==> config.mk <==
export PLATFORM = sky130hd
export DESIGN_NAME = simple_bus_engine
export DESIGN_NICKNAME = d
export VERILOG_FILES = /design/src/rtl/simple_bus_engine.sv
export SDC_FILE = /design/constraint.sdc
export NUM_CORES = 1
export LEC_CHECK = 0
export BUFFER_PORTS_ARGS = -buffer_cell sky130_fd_sc_hd__buf_2
export CAP_MARGIN = 10
export CELL_PAD_IN_SITES_DETAIL_PLACEMENT = 1
export CELL_PAD_IN_SITES_GLOBAL_PLACEMENT = 1
export CORE_MARGIN = 2
export CORE_UTILIZATION = 32
export CTS_BUF_LIST = sky130_fd_sc_hd__clkbuf_4 sky130_fd_sc_hd__clkbuf_8
export DETAILED_ROUTE_END_ITERATION = 8
export GPL_ROUTABILITY_DRIVEN = 1
export PLACE_DENSITY = 0.61
export SLEW_MARGIN = 40
export SYNTH_ARGS = -nofsm -noshare
export SYNTH_HDL_FRONTEND = slang
export SYNTH_SLANG_ARGS = --single-unit
==> constraint.sdc <==
create_clock -name clk -period 2.6 [get_ports clk]
set_clock_uncertainty 0.2 [all_clocks]
set_input_delay 0.26 -clock clk [delete_from_list [all_inputs] [get_ports clk]]
set_output_delay 0.26 -clock clk [all_outputs]
set_load 0.02 [all_outputs]
==> src/rtl/simple_bus_engine.sv <==
// simple_bus_engine: queues bus commands in a small FIFO and executes them one
// at a time as multi-beat valid/ready transfers, pulsing done per command.
module simple_bus_engine #(
    parameter int CMD_W  = 4,
    parameter int ADDR_W = 16,
    parameter int LEN_W  = 4,
    parameter int DEPTH  = 4
) (
    input  logic                     clk,
    input  logic                     rst_,
    input  logic                     en,
    output logic                     ready,
    input  logic [CMD_W-1:0]         cmd,
    input  logic [ADDR_W-1:0]        saddr,
    input  logic [ADDR_W-1:0]        daddr,
    input  logic [LEN_W-1:0]         len,
    input  logic                     abort,
    output logic                     bus_valid,
    input  logic                     bus_ready,
    output logic [CMD_W-1:0]         bus_cmd,
    output logic [ADDR_W-1:0]        bus_saddr,
    output logic [ADDR_W-1:0]        bus_daddr,
    output logic                     done,
    output logic [CMD_W-1:0]         done_cmd,
    output logic                     done_err,
    output logic                     busy,
    output logic [$clog2(DEPTH):0]   level
);

    localparam int PTR_W = $clog2(DEPTH);
    localparam int LVL_W = PTR_W + 1;

    typedef enum logic [1:0] {
        S_IDLE = 2'd0,
        S_RUN  = 2'd1,
        S_DONE = 2'd2
    } state_t;

    // Command FIFO storage and bookkeeping
    logic [CMD_W-1:0]  mem_cmd   [DEPTH];
    logic [ADDR_W-1:0] mem_saddr [DEPTH];
    logic [ADDR_W-1:0] mem_daddr [DEPTH];
    logic [LEN_W-1:0]  mem_len   [DEPTH];

    logic [PTR_W-1:0] wr_ptr;
    logic [PTR_W-1:0] rd_ptr;
    logic [LVL_W-1:0] count;
    logic             full;
    logic             empty;
    logic             push;
    logic             pop;

    // Working registers of the command in execution
    state_t            state;
    state_t            state_nxt;
    logic [CMD_W-1:0]  cmd_r;
    logic [ADDR_W-1:0] saddr_r;
    logic [ADDR_W-1:0] daddr_r;
    logic [LEN_W-1:0]  len_r;
    logic [LEN_W-1:0]  beat;
    logic              err_r;

    assign full  = (count == LVL_W'(DEPTH));
    assign empty = (count == '0);
    assign push  = en && !full;
    assign pop   = (state == S_IDLE) && !empty;

    assign ready = !full;
    assign level = count;
    assign busy  = (state != S_IDLE) || !empty;

    // FIFO payload write; the array holds no state that matters before a push
    // NOTE: storage arrays are deliberately left out of reset -- the pointers and count decide validity, and a reset on RAM blocks inhibits memory inference.
    always_ff @(posedge clk) begin
        if (push) begin
            mem_cmd[wr_ptr]   <= cmd;
            mem_saddr[wr_ptr] <= saddr;
            mem_daddr[wr_ptr] <= daddr;
            mem_len[wr_ptr]   <= len;
        end
    end

    // FIFO pointers and occupancy; simultaneous push and pop keep the level
    // NOTE: sequential state always uses non-blocking assignments so every register samples pre-edge values regardless of block order.
    always_ff @(posedge clk or negedge rst_) begin
        if (!rst_) begin
            wr_ptr <= '0;
            rd_ptr <= '0;
            count  <= '0;
        end else begin
            if (push) wr_ptr <= wr_ptr + 1'b1;
            if (pop)  rd_ptr <= rd_ptr + 1'b1;
            case ({push, pop})
                2'b10:   count <= count + 1'b1;
                2'b01:   count <= count - 1'b1;
                default: count <= count;
            endcase
        end
    end

    // FSM state register
    always_ff @(posedge clk or negedge rst_) begin
        if (!rst_) state <= S_IDLE;
        else       state <= state_nxt;
    end

    // FSM next-state: NOPs skip RUN, abort or last accepted beat ends RUN
    // NOTE: a default assignment ahead of the case keeps every path assigned, so no latch is inferred.
    always_comb begin
        state_nxt = state;
        unique case (state)
            S_IDLE: if (!empty) state_nxt = (mem_cmd[rd_ptr] != '0) ? S_RUN : S_DONE;
            S_RUN:  if (abort || (bus_ready && beat == len_r)) state_nxt = S_DONE;
            S_DONE: state_nxt = S_IDLE;
            default: state_nxt = S_IDLE;
        endcase
    end

    // Working registers: load on pop, advance beat on handshake, clear in DONE
    always_ff @(posedge clk or negedge rst_) begin
        if (!rst_) begin
            cmd_r   <= '0;
            saddr_r <= '0;
            daddr_r <= '0;
            len_r   <= '0;
            beat    <= '0;
            err_r   <= 1'b0;
        end else if (pop) begin
            cmd_r   <= mem_cmd[rd_ptr];
            saddr_r <= mem_saddr[rd_ptr];
            daddr_r <= mem_daddr[rd_ptr];
            len_r   <= mem_len[rd_ptr];
            beat    <= '0;
            err_r   <= 1'b0;
        end else if (state == S_RUN) begin
            if (abort)
                err_r <= 1'b1;
            else if (bus_ready && beat != len_r)
                beat <= beat + 1'b1;
        end else if (state == S_DONE) begin
            beat  <= '0;
            err_r <= 1'b0;
        end
    end

    // FSM outputs: bus beat while RUN, completion pulse while DONE, else zero
    always_comb begin
        bus_valid = 1'b0;
        bus_cmd   = '0;
        bus_saddr = '0;
        bus_daddr = '0;
        done      = 1'b0;
        done_cmd  = '0;
        done_err  = 1'b0;
        if (state == S_RUN) begin
            bus_valid = 1'b1;
            bus_cmd   = cmd_r;
            bus_saddr = saddr_r + ADDR_W'(beat);
            bus_daddr = daddr_r + ADDR_W'(beat);
        end
        if (state == S_DONE) begin
            done     = 1'b1;
            done_cmd = cmd_r;
            done_err = err_r;
        end
    end

endmodule

==> impl.org, run 1 <==
** STA
- In this run the tightest slew margin relative to its limit is 59.4%.
- Static timing analysis puts the maximum clock frequency at 0.330 GHz.
- Final cycle utilization of the critical path :: 117%
- Min cycle time layout :: 3.03 ns
- Setup slack on the critical path of the routed design comes to -0.430 ns.
- Setup Viol. Count Final :: 26
- Setup repair after global routing could not meet its margin everywhere.
- At the pin with the least slew margin, the transition time is 0.608 ns.
- The final count of pins violating max slew is 0.
- Endpoints failing hold :: 0
- Summed over all failing endpoints, the final setup total negative slack is -7.30 ns.

** Detailed routing
- Once detail routing completed, the nets flagged for antenna violations numbered 0.
- Initial drt markers :: 271
- The first TritonRoute pass finished after 4 iterations.
- After detailed routing, the number of remaining DRC violations is 0.
- Wires add up to 22700 µm.
- Post-detailed-route wirelength per cell :: 19.5 µm
- The routed layout has 5596 vias.
- Via density per instance :: 4.81

** Global routing
- Across every metal layer, demand over resource in global routing totals 15.4%.
- The total overflow left after global routing is 0.
- Global-route wire length before repair :: 36000 µm
- Number of antenna violations at the first check in global routing :: 0
- Vias in the first global route :: 6326
- Entering global routing, the biggest net connects 52 pins.

** Place
- Detail Placement HPWL :: 14000 µm
- The congestion estimate from routability-driven global placement came to 0.800.
- Total of buffers placed on input and output ports :: 92
- Timing analysis after detailed placement gives a worst setup slack of -0.116 ns.

** Setup path
- Crit Reg-Reg Startpoint :: level[0]
- WP data arrival :: 2.57 ns
- The worst setup path is captured at a primary output.
- The worst setup path is launched from a register.
- The worst register-to-register path ends at level[2].
- Setup slack on the worst reg-to-reg path comes out at 0.19 ns.
- Critical path peak fanout :: 5
- Depth of the most critical reg-to-reg path :: 10
- Worst Path Required :: 2.14 ns
- The worst setup path is of the reg -> out kind.

** Synth
- Post-synth ARST share :: 25.2%
- After synthesis the cells add up to 9110 µm².
- The largest total area in the synthesized netlist belongs to edfxtp_1.
- Of the post-synthesis cell area, the dominant cell type holds 52.7%.
- Mean Syn Cell Area :: 16.4 µm²
- Number of synthesized flops with an enable pin :: 160
- Top area cells in the synthesized netlist :: edfxtp_1 53%, dfrtp_1 15%, mux4_2 9.9%
- Number of standard cells after synthesis :: 556
- Commonest register cell after synthesis :: edfxtp_1
- Count of yosys warnings during synthesis :: 0
- Synthesis instantiated 57 different standard cells from the library.
- Synthesis produced a netlist with a net count of 618.
- Sequential elements use 67.5% of the synthesized area.
- After synthesis the netlist holds a flip-flop and latch count of 214.

** Layout
- Synth-to-Final Area Change :: 33.2%
- Most common cell after layout, fill and taps aside :: edfxtp_1
- Most frequent cells in the layout :: 160 x edfxtp_1, 66 x buf_2, 49 x dfrtp_1
- Diode insertion count for antenna repair :: 0
- The post-route netlist has 43.6% of its cells at a drive strength greater than 1.
- The final layout contains 819 nets.
- Share of the core filled with cells :: 43.5%

** Clock network
- Longest Clk Path Bufs :: 3
- Master cell of the clock root buffer :: clkbuf_8
- The clock reaches the later pin of the worst-skew pair after 0.52 ns.
- Clock tree synthesis inserted a total of 37 buffers.
- TritonCTS built the clock tree.
- Number of sinks driven by the clock tree :: 214
- The H-tree generated during clock tree synthesis spans 2 levels.
- Clock slew seen by the registers of the worst setup and hold paths :: 0.06 ns

** Floorplan
- Die extent in x :: 173 µm
- The floorplan step defined a core boundary enclosing 27900 µm².
- I/O pin cnt :: 93
- Row cnt :: 61
- Full die area :: 29800 µm²
- The die is 173 µm tall.
- For this configuration, the core starts out at a cell density of 32.6%.

** Job
- Max-cap violations in this run came to 0.

** Hold path
- Worst hold path class :: in -> async

** Status
- Violations in the final reports :: negative setup slack
- Result of the run :: finished with violations

** Power and ir drop
- For this design the static power due to leakage is 4.49 nW.
- Power Density :: 1150 nW/µm²
- Worst ir drop on vdd :: 467 µV
## cell families (layout without fill, tap and decap cells)
kind of cell               Yosys count  in the layout  synth area share (%)
xor gates and xnor gates            17             17                  1.63
buffers and inverters               45            275                  2.02
AOI/OAI and AO/OA                   69             69                  5.09
DFF                                214            214                  67.5
adders and majority gates           17             17                  2.58
and+or+nand+nor                    118            118                  6.86
muxes                               76             76                  14.3
## worst max-delay path by stage
stage / startpoint / end / slack, ns
2_1_floorplan: level[0] / mem_cmd[0][0] / 0.04
4_1_cts: beat[0] / bus_daddr[12] / -0.46
5_1_grt: beat[0] / bus_saddr[10] / -0.56
6_report: beat[0] / bus_saddr[10] / -0.43
3_3_place_gp: beat[0] / bus_daddr[12] / -0.08
3_5_place_dp: beat[0] / bus_daddr[12] / -0.12
## final cells by class
cell class	count	area, µm²
Fill cell	2820	15800
Sequential cell	214	6160
Multi-Input combinational cell	297	3200
Timing Repair Buffer	182	1470
Clock buffer	52	653
Tap cell	378	473
Inverter	25	93.8
Clock inverter	16	86.3
## repair_timing
action	4_1_cts	5_1_grt
resized for setup	94	31
setup endpoints to repair	27	28
buffers inserted	16	7
pin swaps	31	22
hold buffers	45	0
hold endpoints to repair	220	0
gates cloned	1	0
## flip-flops by register name, summed over array words and instances, names as in the netlist, 3 cells and up
| signal | count |
|---|---|
| saddr_r | 16 |
| cmd_r | 4 |
| daddr_r | 16 |
| mem_len | 16 |
| level | 3 |
| mem_cmd | 16 |
| beat | 4 |
| len_r | 4 |
| mem_saddr | 64 |
| mem_daddr | 64 |
## metal layers
layer  share of wire [%]  wire, µm  vias to the layer above  global-route usage, %
li1                    -         -                     2552                      -
met1                  43      9780                     2891                   19.2
met2                  51     11500                      112                   26.6
met3                 3.4       765                       41                   2.86
met4                 2.8       629                        0                   6.14
met5                   0         0                        -                      0
## synth_stat cells, types with 6 or more instances
master and n:
and2_1 14, edfxtp_1 160, nor2_1 17, nand2_1 33, nand2b_1 7, and3_1 10
buf_2 6, clkbuf_1 10, a21oi_1 16, xnor2_1 9, o21ai_0 19, mux2_2 30
inv_1 24, mux4_2 40, a211oi_1 9, nand3_1 7, ha_1 14, dfrtp_1 54
or3_1 7, xor2_1 8
## critical path, stage by stage, from the launching register on
cell and delay (ns):
dfrtp_1 0.39, buf_6 0.12, ha_4 0.12, inv_2 0.03, fa_2 0.35, nand2b_4 0.21, a2111oi_4 0.32, buf_4 0.19
xnor2_2 0.10, nor2_1 0.06, buf_4 0.17
## power breakdown
group / leakage [nW] / internal (W) / switching, W
clock: 0.399 / 0.00164 / 0.00136
sequential: 2.11 / 0.00468 / 0.000643
combinational: 1.98 / 0.00256 / 0.00302
## metrics by stage
| step | power, W | instances | cell area (µm²) | hold WS (ns) |
|---|---|---|---|---|
| global route | 0.0147 | 1164 | 12100 | 0.119 |
| finish | 0.0139 | 1164 | 12100 | 0.0670 |
| floorplan | 0.00852 | 556 | 9120 | -0.236 |
| CTS | 0.0139 | 1157 | 11900 | 0.0542 |
| detailed placement | 0.0103 | 1028 | 10200 | 0.0787 |
| global placement | 0.0101 | 1028 | 10200 | 0.250 |
No activity file was read; power rests on OpenSTA's default activity.
==> run 2, diff against run 1 <==
--- a/config.mk
+++ b/config.mk
@@ -7,7 +7,7 @@
 export LEC_CHECK = 0
 export BUFFER_PORTS_ARGS = -buffer_cell sky130_fd_sc_hd__buf_2
 export CAP_MARGIN = 10
-export CELL_PAD_IN_SITES_DETAIL_PLACEMENT = 1
+export CELL_PAD_IN_SITES_DETAIL_PLACEMENT = 0
 export CELL_PAD_IN_SITES_GLOBAL_PLACEMENT = 1
 export CORE_MARGIN = 2
 export CORE_UTILIZATION = 32
==> impl.org, run 2 (synthesized netlist as in run 1, its figures left out) <==
** Layout
- The multi-input logic area is 3210 µm² (was 3200 µm²).
- Share of final-layout standard cells stronger than drive strength 1 :: 43.1% (was 43.6%)
- Number of nets at the end of the flow :: 814 (was 819)
- Most common cell after layout, fill and taps aside :: edfxtp_1 (unchanged)
- Fillers :: 2554 (was 2820)
- The area growth from synthesis to layout was 32.6% (was 33.2%).
- Final design instance area without fill :: 12100 µm² (about the same)
- Most frequent cells in the layout :: 160 x edfxtp_1, 69 x buf_2, 50 x dfrtp_1 (was 160 x edfxtp_1, 66 x buf_2, 49 x dfrtp_1)
- Largest registers: mem_daddr x64, mem_saddr x64 (unchanged).
- The final cell utilization of the core was 43.3% (was 43.5%).
- The footprint of the flip-flops and latches is 6160 µm² (about the same).

** Place
- The cell area reported after detailed placement came to 10200 µm² (unchanged).
- Detail Placement HPWL :: 13000 µm (was 14000 µm)
- The global placer's final weighted congestion is 0.800 (unchanged).
- Total of buffers placed on input and output ports :: 92 (unchanged)

** STA
- The final worst setup slack came to -0.359 ns (was -0.430 ns).
- RSZ-0062 raised after global routing: yes (unchanged).
- Min cycle time layout :: 2.96 ns (was 3.03 ns)
- Setup Viol. Count Final :: 26 (unchanged)
- The final count of pins violating max slew came to 0 (unchanged).
- The highest attainable clock frequency was 0.338 GHz (was 0.330 GHz).
- Final cycle utilization of the critical path :: 114% (was 117%)
- The slew at the pin closest to its max-slew limit was 0.617 ns (was 0.608 ns).
- The number of hold violations in the final report is 0 (unchanged).
- Max-slew headroom :: 58.8% (was 59.4%)

** Power and ir drop
- Worst ir drop on vdd :: 506 µV (was 467 µV)
- Power Density :: 1140 nW/µm² (was 1150 nW/µm²)
- The reported leakage power was 4.45 nW (was 4.49 nW).

** Clock network
- Clock latency on the worst-skew pair :: 0.52 ns (about the same)
- Clock tree from TritonCTS :: built (unchanged)
- The clock sink count was 214 (unchanged).
- The number of H-tree levels came to 2 (unchanged).
- Master cell of the clock root buffer :: clkbuf_8 (unchanged)
- Longest Clk Path Bufs :: 3 (unchanged)
- Clock slew seen by the registers of the worst setup and hold paths :: 0.06 ns (about the same)
- Number of CTS-inserted buffers :: 36 (was 37)

** Setup path
- Worst path slowest cell :: dfrtp_1 (unchanged)
- Highest cell delay on the worst timing path :: 0.37 ns (was 0.39 ns)
- The worst path arrival time was 2.50 ns (was 2.57 ns).
- The critical path startpoint category is a register (unchanged).
- Worst Setup Path Type :: reg -> out (unchanged)
- The worst path required time came to 2.14 ns (about the same).
- The maximum fanout along the worst path is 6 (was 5).
- Cells along the critical path :: ha_2 > inv_2 > fa_2 > nor2b_4 > o21ai_4 > a2111oi_4 > mux2i_2 > buf_4 (was buf_6 > ha_4 > inv_2 > fa_2 > nand2b_4 > a2111oi_4 > buf_4 > xnor2_2 > nor2_1 > buf_4)
- Critical path endpoint category :: primary output (unchanged)

** Detailed routing
- Sum of met2 wire segment lengths after detailed routing :: 10600 µm (was 11500 µm)
- Final WL :: 21200 µm (was 22700 µm)
- The number of DRC violations after detailed routing was 0 (unchanged).
- The number of nets still failing antenna checks after routing came to 0 (unchanged).
- Topmost layer with routed signal wires :: met4 (unchanged)
- The via count came to 5516 (was 5596).
- Amount of wire on met3 after detailed routing :: 831 µm (was 765 µm)
- The number of optimization iterations in the first detailed-route pass was 4 (unchanged).
- Via density per instance :: 4.76 (was 4.81)
- The violation count after the first detailed-routing iteration was 309 (was 271).
- Routed metal-1 wire length :: 9140 µm (was 9780 µm)
- Post-detailed-route wirelength per cell :: 18.3 µm (was 19.5 µm)

** Floorplan
- Row cnt :: 61 (unchanged)
- Placeable Area :: 27900 µm² (unchanged)
- The horizontal die dimension is 173 µm (unchanged).
- Starting Density :: 32.6% (unchanged)
- The die extent in y is 173 µm (unchanged).
- The number of placed I/O pins came to 93 (unchanged).
- The die area is 29800 µm² (unchanged).

** Global routing
- The global-route congestion overflow total was 0 (unchanged).
- The pin count of the biggest net entering global routing came to 52 (unchanged).
- The global-route usage over all layers came to 14.3% (was 15.4%).
- Global-route wire length before repair :: 33200 µm (was 36000 µm)
- Vias in the first global route :: 6012 (was 6326)
- Number of antenna violations at the first check in global routing :: 1 (was 0)

** Job
- The max capacitance violation total was 0 (unchanged).

** Status
- Result of the run :: finished with violations (unchanged)
- Violations in the final reports: negative setup slack (unchanged).

** Hold path
- Worst hold path class :: in -> async (unchanged)
run 2: changes by cell type in the layout (fill, tap and decap cells not counted), sizes merged:
cell / previous run / this run
bufinv: 0 / 1
buf: 137 / 133
clkbuf: 52 / 53
clkinvlp: 0 / 1
clkinv: 14 / 9
inv: 27 / 26
diode: 0 / 1
run 2: critical path, delay by kind of cell, from the launching register on:
kind | cells | cell delay [ns]
fa+ha+maj | 2 | 0.56
compound gates | 2 | 0.45
flops | 1 | 0.37
mux | 1 | 0.25
buf+inv | 2 | 0.20
simple gates | 1 | 0.15
run 2: timing repair:
item / CTS / global route
setup buffers: 14 / 7
gates resized for setup: 88 / 36
hold buffers: 45 / 0
hold endpoints to repair: 220 / 0
cloned: 1 / 0
pin swaps: 28 / 26
endpoints found under the setup margin: 27 / 27
run 2: per-stage QoR:
stage / hold WS (ns) / setup TNS (ns) / std cells / worst slack [ns] / total power (W)
final: 0.0974 / -5.90 / 1158 / -0.359 / 0.0138
after CTS: 0.0728 / -7.35 / 1152 / -0.457 / 0.0138
after floorplan: -0.236 / 0 / 556 / 0.0412 / 0.00852
after global placement: 0.250 / -0.0753 / 1028 / -0.0753 / 0.0101
after detailed placement: 0.0852 / -0.145 / 1028 / -0.118 / 0.0102
after global routing: 0.109 / -8.94 / 1158 / -0.496 / 0.0146
run 2: final timing paths:
path / startpoint / end / slack (ns) / cells after the start
worst max-delay path: beat[0] / bus_daddr[12] / -0.36 / 8
worst min-delay path: rst_ / rd_ptr[1] / 0.1 / 2
worst max register to register: level[0] / level[2] / 0.20 / 10
worst min register to register: err_r / err_r / 0.32 / 2
max in group asynchronous: rst_ / saddr_r[2] / 1.57 / 3
min in group clk: cmd[0] / mem_cmd[2][0] / 0.29 / 2
run 2: where the power goes:
group	total (W)	internal, W	switching (W)	leakage (nW)
Sequential	0.00530	0.00468	0.000618	2.11
Combinational	0.00546	0.00252	0.00295	1.96
Clock	0.00299	0.00170	0.00129	0.385
Total	0.0138	0.00890	0.00486	4.45
run 2: area by class of cell:
type / count / area share [%]
Multi-Input combinational cell: 297 / 26.5
Timing Repair Buffer: 178 / 11.7
Sequential cell: 214 / 51.0
Antenna cell: 1 / 0.0207
Clock buffer: 53 / 5.36
Tap cell: 378 / 3.91
Inverter: 25 / 0.776
Clock inverter: 12 / 0.683
run 2: layer usage:
metal / track usage [%] / vias to the layer above
met2: 23.8 / 116
li1: - / 2543
met5: 0 / -
met1: 18.2 / 2802
met4: 6.11 / 0
met3: 2.84 / 55
==> run 3, diff against run 2 <==
--- a/config.mk
+++ b/config.mk
@@ -6,7 +6,7 @@
 export NUM_CORES = 1
 export LEC_CHECK = 0
 export BUFFER_PORTS_ARGS = -buffer_cell sky130_fd_sc_hd__buf_2
-export CAP_MARGIN = 10
+export CAP_MARGIN = 20
 export CELL_PAD_IN_SITES_DETAIL_PLACEMENT = 0
 export CELL_PAD_IN_SITES_GLOBAL_PLACEMENT = 1
 export CORE_MARGIN = 2
@@ -14,7 +14,7 @@
 export CTS_BUF_LIST = sky130_fd_sc_hd__clkbuf_4 sky130_fd_sc_hd__clkbuf_8
 export DETAILED_ROUTE_END_ITERATION = 8
 export GPL_ROUTABILITY_DRIVEN = 1
-export PLACE_DENSITY = 0.61
+export PLACE_DENSITY_LB_ADDON = 0.1
 export SLEW_MARGIN = 40
 export SYNTH_ARGS = -nofsm -noshare
 export SYNTH_HDL_FRONTEND = slang
==> impl.org, run 3 (synthesized netlist as in run 1, its figures left out) <==
** Setup path
- WP data arrival :: 2.54 ns (was 2.50 ns)
- The slack of the worst reg-to-reg path came to 0.21 ns (was 0.20 ns).
- The critical path startpoint category is a register (unchanged).
- The maximum fanout along the worst path was 5 (was 6).
- Crit Reg-Reg Startpoint :: beat[1] (was level[0])
- The worst path required time was 2.14 ns (about the same).
- Depth of the most critical reg-to-reg path :: 7 (was 10)
- Endpoint of the worst setup timing path :: bus_daddr[12] (unchanged)
- The nature of the critical path endpoint was a primary output (unchanged).
- The category of the most critical setup path is reg -> out (unchanged).
- Crit path from :: beat[0] (unchanged)
- R2r endpoint :: state[0] (was level[2])

** Power and ir drop
- The highest ir drop seen on vdd came to 560 µV (was 506 µV).
- Comb power frac :: 40.5% (was 39.7%)
- The power consumption is 0.0142 W (was 0.0138 W).
- Switching power as a share of total power :: 35.2% (was 35.3%)
- The reported leakage power came to 4.55 nW (was 4.45 nW).
- The switching power of the nets is 0.00501 W (was 0.00486 W).
- The clock network fraction of design power came to 22.4% (was 21.8%).
- The share of total power in sequential cells was 37.1% (was 38.5%).
- Cell-internal power :: 0.00921 W (was 0.00890 W)
- The power density normalized to cell area is 1160 nW/µm² (was 1140 nW/µm²).

** Layout
- Largest registers: mem_daddr x64, mem_saddr x64 (unchanged).
- The final instance count without filler cells was 1177 (was 1158).
- The area growth from synthesis to layout came to 34.5% (was 32.6%).
- Number of nets at the end of the flow :: 832 (was 814)
- The count of inserted antenna diode cells came to 0 (was 1).
- The proportion of layout cells with a drive suffix above 1 is 44.9% (was 43.1%).
- The most common library cell in the layout ignoring fill and taps was edfxtp_1 (unchanged).
- The number of inserted filler cells in the final layout was 2580 (was 2554).
- The final cell utilization of the core came to 43.9% (was 43.3%).
- Most frequent cells in the layout :: 160 x edfxtp_1, 66 x buf_2, 59 x buf_4 (was 160 x edfxtp_1, 69 x buf_2, 50 x dfrtp_1)

** Floorplan
- Die extent in x :: 173 µm (unchanged)
- I/O pin cnt :: 93 (unchanged)
- The number of standard-cell rows in the floorplan came to 61 (unchanged).
- Placeable Area :: 27900 µm² (unchanged)
- Full die area :: 29800 µm² (unchanged)
- Die outline height :: 173 µm (unchanged)
- Starting Density :: 32.6% (unchanged)

** Clock network
- Number of sinks driven by the clock tree :: 214 (unchanged)
- The root cell of the clock tree is clkbuf_8 (unchanged).
- Number of CTS-inserted buffers :: 38 (was 36)
- The clock-pin slew on the worst setup and hold paths is 0.06 ns (about the same).
- Clock tree from TritonCTS :: built (unchanged)
- CTS H-Tree Depth :: 2 (unchanged)
- The number of buffers on the longest clock path came to 3 (unchanged).
- The clock latency on the worst-skew pair was 0.53 ns (was 0.52 ns).

** STA
- Least-Margin Pin Slew :: 0.627 ns (was 0.617 ns)
- The setup TNS after final layout came to -7.78 ns (was -5.90 ns).
- Endpoints failing hold :: 0 (unchanged)
- The worst hold margin came to 0.0815 ns (was 0.0974 ns).
- The final period demand of the worst path is 3.00 ns (was 2.96 ns).
- The worst slew slack as a fraction of its limit came to 58.1% (was 58.8%).
- The number of setup violations in the final report was 27 (was 26).
- Achievable Freq :: 0.333 GHz (was 0.338 GHz)
- Final cycle utilization of the critical path :: 116% (was 114%)
- Final Slew Violations :: 0 (unchanged)
- The final worst setup slack came to -0.405 ns (was -0.359 ns).
- RSZ-0062 raised after global routing :: yes (unchanged)

** Detailed routing
- The via count was 5656 (was 5516).
- The number of DRC violations after detailed routing came to 0 (unchanged).
- Antenna-violating nets left :: 0 (unchanged)
- The number of optimization iterations in the first detailed-route pass was 4 (unchanged).
- Via density per instance :: 4.81 (was 4.76)
- The violation count after the first detailed-routing iteration was 327 (was 309).
- Post-detailed-route wirelength per cell :: 19.2 µm (was 18.3 µm)
- Final WL :: 22700 µm (was 21200 µm)

** Status
- Violations in the final reports: negative setup slack (unchanged).
- Result of the run :: finished with violations (unchanged)

** Place
- Detail Placement HPWL :: 14000 µm (was 13000 µm)
- RD Place Congestion :: 0.789 (was 0.800)
- The count of buffers from port buffering came to 92 (unchanged).
- The cell count after placement came to 1039 (was 1028).

** Global routing
- Global router's overall resource usage :: 15.4% (was 14.3%)
- Largest net degree at the start of global routing :: 41 (was 52)
- The global-route congestion overflow total was 0 (unchanged).
- The via count of the first global-routing pass is 6052 (was 6012).
- The wire length of the first global-routing pass came to 35100 µm (was 33200 µm).
- Number of antenna violations at the first check in global routing :: 0 (was 1)

** Hold path
- Worst hold path class :: in -> async (unchanged)

** Job
- Maximum capacitance violations :: 0 (unchanged)
run 3: cell count changes in the layout (fill, tap and decap cells not counted), sizes merged:
cell | previous run | this run
inv | 26 | 24
clkinv | 9 | 6
buf | 133 | 148
clkinvlp | 1 | 3
diode | 1 | 0
clkbuf | 53 | 60
dlygate4sd3 | 45 | 46
run 3: area by class of cell:
| class | instances | area (µm²) | area share (%) |
|---|---|---|---|
| clock buffer | 60 | 719 | 5.87 |
| tap | 378 | 473 | 3.86 |
| inverter | 25 | 97.6 | 0.796 |
| multi-input combinational | 297 | 3180 | 26.0 |
| timing repair buffer | 194 | 1550 | 12.7 |
| clock inverter | 9 | 68.8 | 0.562 |
| sequential | 214 | 6160 | 50.3 |
run 3: worst min-delay path by stage:
| stage | from | end | slack [ns] | cells after the start |
|---|---|---|---|---|
| after global placement | rst_ | level[2] | -0.02 | 1 |
| after CTS | rst_ | saddr_r[8] | 0.08 | 3 |
| after global routing | rst_ | saddr_r[9] | 0.1 | 3 |
| final | rst_ | saddr_r[8] | 0.08 | 3 |
| after floorplan | rst_ | beat[0] | -0.24 | 0 |
| after detailed placement | rst_ | saddr_r[7] | -0.02 | 1 |
run 3: power groups by stage:
stage,Sequential [W],Combinational [W],Clock [W]
4_1_cts,0.00526,0.00568,0.00330
3_3_place_gp,0.00525,0.00506,0
2_1_floorplan,0.00514,0.00339,0
5_1_grt,0.00539,0.00625,0.00346
3_5_place_dp,0.00529,0.00512,0
6_report,0.00527,0.00575,0.00319
run 3: what timing repair did:
action,CTS,global route
pin swaps,21,29
gates cloned,1,0
hold endpoints to repair,220,0
resized for setup,95,31
setup endpoints to repair,34,28
setup buffers,12,12
hold buffers,46,0
run 3: routing by layer:
layer  vias up  global-route usage (%)  wire, µm
met4         0                    5.65       619
met3        51                    3.28       978
li1       2580                       -         -
met2       137                    25.2     10800
met5         -                       0         0
met1      2888                    20.2     10300
run 3: critical path, stage by stage, from the launching register on:
cell and delay [ns]:
dfrtp_1 0.36, buf_4 0.12, ha_4 0.13, inv_2 0.04
fa_2 0.36, nor2b_4 0.15, o21ai_4 0.11, a2111oi_4 0.34
mux2i_2 0.25, buf_4 0.17
run 3: through the flow:
stage | instance area [µm²] | setup WS (ns)
after floorplan | 9120 | 0.0412
after global placement | 10300 | -0.185
after detailed placement | 10300 | -0.148
after CTS | 12000 | -0.444
after global routing | 12300 | -0.534
final | 12300 | -0.405
